File: src/rtl/demux_rr_sched.sv
// Round-robin scheduler driving a 1-to-4 demux from one valid/ready stream.
// Optional lane skipping is enabled with DEMUX_RR_SCHED_SKIP_EN.
module demux_rr_sched #(
    parameter int DWIDTH = 1,
    parameter int BURST  = 4
) (
    input  logic              clk,
    input  logic              rst,
    input  logic              enable,
    input  logic [DWIDTH-1:0] in_data,
    input  logic              in_valid,
    output logic              in_ready,
    input  logic [3:0]        lane_ready,
    output logic [DWIDTH-1:0] lane_data,
    output logic [3:0]        lane_valid,
    output logic [1:0]        sel,
    output logic [7:0]        skip_cnt
);

    // state | meaning
    // IDLE  | stopped, upstream held off, sel retained
    // RUN   | accepting items for lane sel while it is ready
    typedef enum logic {
        IDLE,
        RUN
    } state_t;

    localparam logic [7:0] BURST_LAST = 8'(BURST - 1);

    state_t     state;
    logic [7:0] burst_cnt;
    logic       xfer;
    logic       skip;

    assign in_ready = (state == RUN) && enable && lane_ready[sel];
    assign xfer     = in_valid && in_ready;

`ifdef DEMUX_RR_SCHED_SKIP_EN
    assign skip = (state == RUN) && enable && in_valid && !lane_ready[sel];
`else
    assign skip = 1'b0;
    assign skip_cnt = 8'd0;
`endif

    // A transfer needs enable high, so it never shares an edge with the drop to IDLE.
    always_ff @(posedge clk or posedge rst) begin
        if (rst) begin
            state      <= IDLE;
            sel        <= 2'd0;
            burst_cnt  <= 8'd0;
            lane_valid <= 4'd0;
            lane_data  <= '0;
`ifdef DEMUX_RR_SCHED_SKIP_EN
            skip_cnt   <= 8'd0;
`endif
        end else begin
            lane_valid <= 4'd0;
            if (xfer) begin
                lane_data  <= in_data;
                lane_valid <= 4'b0001 << sel;
            end

            case (state)
                IDLE: if (enable) state <= RUN;
                RUN:  if (!enable) state <= IDLE;
                default: state <= IDLE;
            endcase

            if (xfer && burst_cnt == BURST_LAST) begin
                burst_cnt <= 8'd0;
                sel       <= sel + 2'd1;
            end else if (xfer) begin
                burst_cnt <= burst_cnt + 8'd1;
            end else if (skip) begin
                burst_cnt <= 8'd0;
                sel       <= sel + 2'd1;
            end else if (state == RUN && !enable) begin
                burst_cnt <= 8'd0;
            end

`ifdef DEMUX_RR_SCHED_SKIP_EN
            if (skip && skip_cnt != 8'd255)
                skip_cnt <= skip_cnt + 8'd1;
`endif
        end
    end

endmodule

File: config.mk
export PLATFORM = sky130hd
export DESIGN_NAME = demux_rr_sched
export DESIGN_NICKNAME = d
export VERILOG_FILES = /design/src/rtl/demux_rr_sched.sv
export SDC_FILE = /design/constraint.sdc
export NUM_CORES = 1
export LEC_CHECK = 0
export CELL_PAD_IN_SITES_DETAIL_PLACEMENT = 1
export CELL_PAD_IN_SITES_GLOBAL_PLACEMENT = 1
export CORE_UTILIZATION = 38
export CTS_BUF_LIST = sky130_fd_sc_hd__clkbuf_16
export CTS_CLUSTER_SIZE = 10
export DETAILED_ROUTE_END_ITERATION = 12
export MAX_ROUTING_LAYER = met4
export PLACE_DENSITY_LB_ADDON = 0.1
export SLEW_MARGIN = 20
export SYNTH_ARGS = -nofsm -noshare
export SYNTH_HDL_FRONTEND = slang
export SYNTH_SLANG_ARGS = --single-unit
File: constraint.sdc
create_clock -name clk -period 4.8 [get_ports clk]
set_clock_uncertainty 0.2 [all_clocks]
set_input_delay 1.44 -clock clk [delete_from_list [all_inputs] [get_ports clk]]
set_output_delay 1.44 -clock clk [all_outputs]
set_load 0.005 [all_outputs]
==> results.json <==
{
  "critPathMaxFanout": 4,
  "yosysTopAreaCellShare_pct": 43.0,
  "cts.htree.levels": 1,
  "met3_length_um": 56,
  "clk_pin_slew_ps": 50,
  "syn-cell-area_sq_um": 932,
  "cts_tree": "built",
  "status": "completed",
  "critPathKind": "in2out",
  "area_growth_pct": 24.8,
  "drt_first_pass_iters": 3,
  "crit_arrival_ps": 3000,
  "post-dp-hpwl_mm": 1.33,
  "synthCells": 91,
  "cap_violations": 0,
  "cts_root_buf": "clkbuf_16",
  "wire_per_inst_um": 13.5,
  "yosysTopAreaCell": "dfrtp_1",
  "antenna_cells": 0,
  "finalNetCount": 124,
  "grt_max_degree": 17,
  "m1WireLength_um": 912,
  "grt_pass1_wl_mm": 3.20,
  "hold_buffers": 0,
  "met2WireLength_um": 845,
  "drive_gt1_share_pct": 8.33,
  "die_y_um": 51.5,
  "cts_inserted_buffers": 3,
  "synth.avg_cell_area_sq_um": 10.2,
  "final-max-slew-violation-count": 0,
  "drc_errors": 0,
  "clk_latency_ps": 240,
  "yosys_warnings": 0,
  "fmax_mhz": 216,
  "pwr-share-clk_pct": 46.9,
  "max-slew-margin-rel_pct": 35.3,
  "power_density_mw_per_mm2": 285,
  "rsz0062_at_grt": "no",
  "hold_viol": 0,
  "p_sw_share_pct": 19.8,
  "portBuffers": 16,
  "die_x_um": 51.5,
  "dp.cells": 133,
  "ios": 25,
  "crit_path_end_kind": "output pin",
  "period_needed_ps": 4640,
  "startpoint_type": "input port",
  "ir_drop_uv": 158,
  "fin_hold_ws_ps": 288,
  "track_usage_pct": 17.2,
  "initial_core_util_pct": 41.3,
  "ys_seq_elements": 16,
  "antenna_found_initial": 0,
  "ys_seq_area_share_pct": 43.0,
  "rows": 17,
  "power.switching_uw": 65.7,
  "p_leak_uw": 0.000536,
  "worstMarginPinSlew_ps": 970,
  "internal-power_uw": 266,
  "wirelength_mm": 1.83,
  "core_sq_mm": 0.00225,
  "synth_cell_types": 36,
  "die_area_sq_mm": 0.00265,
  "drt_iter0_drc": 4,
  "ant_nets": 0,
  "cts_sinks": 16,
  "tns_ps": 0,
  "synth_area_leaders": "dfrtp_1 43%, ha_1 6.7%, buf_4 6.4%, and2_1 3.4%, nand2_1 3.2%",
  "finalSetupViolCount": 0,
  "grt_pass1_vias": 713,
  "combinationalPowerShare_pct": 9.9,
  "cts_setup_buffers": 0,
  "viasPerCell": 5.15,
  "required_ps": 3160,
  "cts_buffer_depth": 2,
  "vias": 700,
  "holdCritPathClass": "reg2reg",
  "stdcell_count": 136,
  "overflow": 0,
  "post-route-period-util_pct": 96.6,
  "topRoutingLayerUsed": "met4",
  "cts-resized-gates": 0,
  "p_seq_share_pct": 43.1,
  "place.gp.congestion": 0.717
}
-- metal layers --
metal  track usage (%)  vias up
met5                 -        -
met4              8.56        0
met3              2.63        2
met2              27.3       17
met1              21.4      341
li1                  -      340
-- worst max-delay path, stage by stage --
cell and delay [ps]:
clkdlybuf4s50_1 480, mux2i_1 130, and2_1 200, a211oi_1 210, clkdlybuf4s50_1 540
-- power groups by stage --
stage / Sequential, uW / Combinational, uW / Clock [uW]
after floorplan: 145 / 21.2 / 0
after global placement: 145 / 32.3 / 0
after detailed placement: 145 / 33.1 / 0
after CTS: 143 / 33.3 / 160
after global routing: 143 / 37.0 / 165
final: 143 / 32.9 / 156
-- cell type report --
type / count / area (sq um)
Clock buffer: 3 / 75.1
Multi-Input combinational cell: 68 / 474
Fill cell: 258 / 1090
Sequential cell: 16 / 400
Timing Repair Buffer: 16 / 160
Tap cell: 28 / 35.0
Inverter: 5 / 18.8
-- cells by family after synthesis --
kind of cell	after synthesis	synth area share, %
other	1	0.402
xor gates and xnor gates	1	0.940
buffers and inverters	14	8.99
DFF	16	43.0
adders and majority gates	5	6.71
AOI/OAI and AO/OA	18	15.6
and+or+nand+nor	32	19.9
muxes	4	4.56
-- worst paths after layout --
| check | cells after the start | end | slack (ps) | start |
|---|---|---|---|---|
| max | 5 | in_ready | 160 | lane_ready[3] |
| min | 1 | lane_data | 290 | lane_data |
| max reg2reg | 3 | lane_data | 2550 | sel[1] |
| min reg2reg | 1 | lane_data | 290 | lane_data |
| max in group asynchronous | 2 | burst_cnt[2] | 2610 | rst |
| min in group asynchronous | 2 | burst_cnt[1] | 1380 | rst |
-- cells in the mapped netlist --
cell      count
a211oi_1      1
a21boi_0      1
a21o_1        3
a21oi_1       1
a221o_2       1
a22o_1        2
a31oi_1       1
a32o_1        1
and2_1        5
and3_1        1
buf_2         1
buf_4         8
conb_1        1
dfrtp_1      16
ha_1          5
inv_1         5
mux2_1        2
mux2i_1       2
nand2_1       8
nand2b_1      3
nand3_1       4
nand3b_1      1
nand4_1       1
nor2_1        3
nor3_1        1
nor3b_4       1
o21ai_0       1
o21ai_1       1
o21bai_1      1
o221a_2       1
o22ai_1       2
o32ai_2       1
or2_2         1
or3_1         2
or4_4         1
xnor2_1       1
-- sequential cells by signal (all words and copies together), names as in the netlist --
| name | flops |
|---|---|
| lane_data | 1 |
| state | 1 |
| sel | 2 |
| lane_valid | 4 |
| burst_cnt | 8 |
-- placed cells by master, fill, tap and decap left out, types with 2 or more instances in the layout --
cell              n
o22ai_1           2
inv_1             5
and2_1            5
conb_1            8
or3_1             2
ha_1              5
clkbuf_16         3
nor2_1            3
nand2b_1          3
nand3_1           4
a21o_1            3
a22o_1            2
mux2_1            2
clkdlybuf4s50_1  16
nand2_1           8
dfrtp_1          16
mux2i_1           2
-- metrics by stage --
step           total power, uW  worst slack, ps  utilization, %  instance area [sq um]
2_1_floorplan              166             1210               -                    958
3_3_place_gp               177              238            48.3                   1090
3_5_place_dp               178              174            48.3                   1090
4_1_cts                    336              168            51.6                   1160
5_1_grt                    345             79.9            51.6                   1160
6_report                   331              165            51.6                   1160
Power figures use the tool's default switching activity.
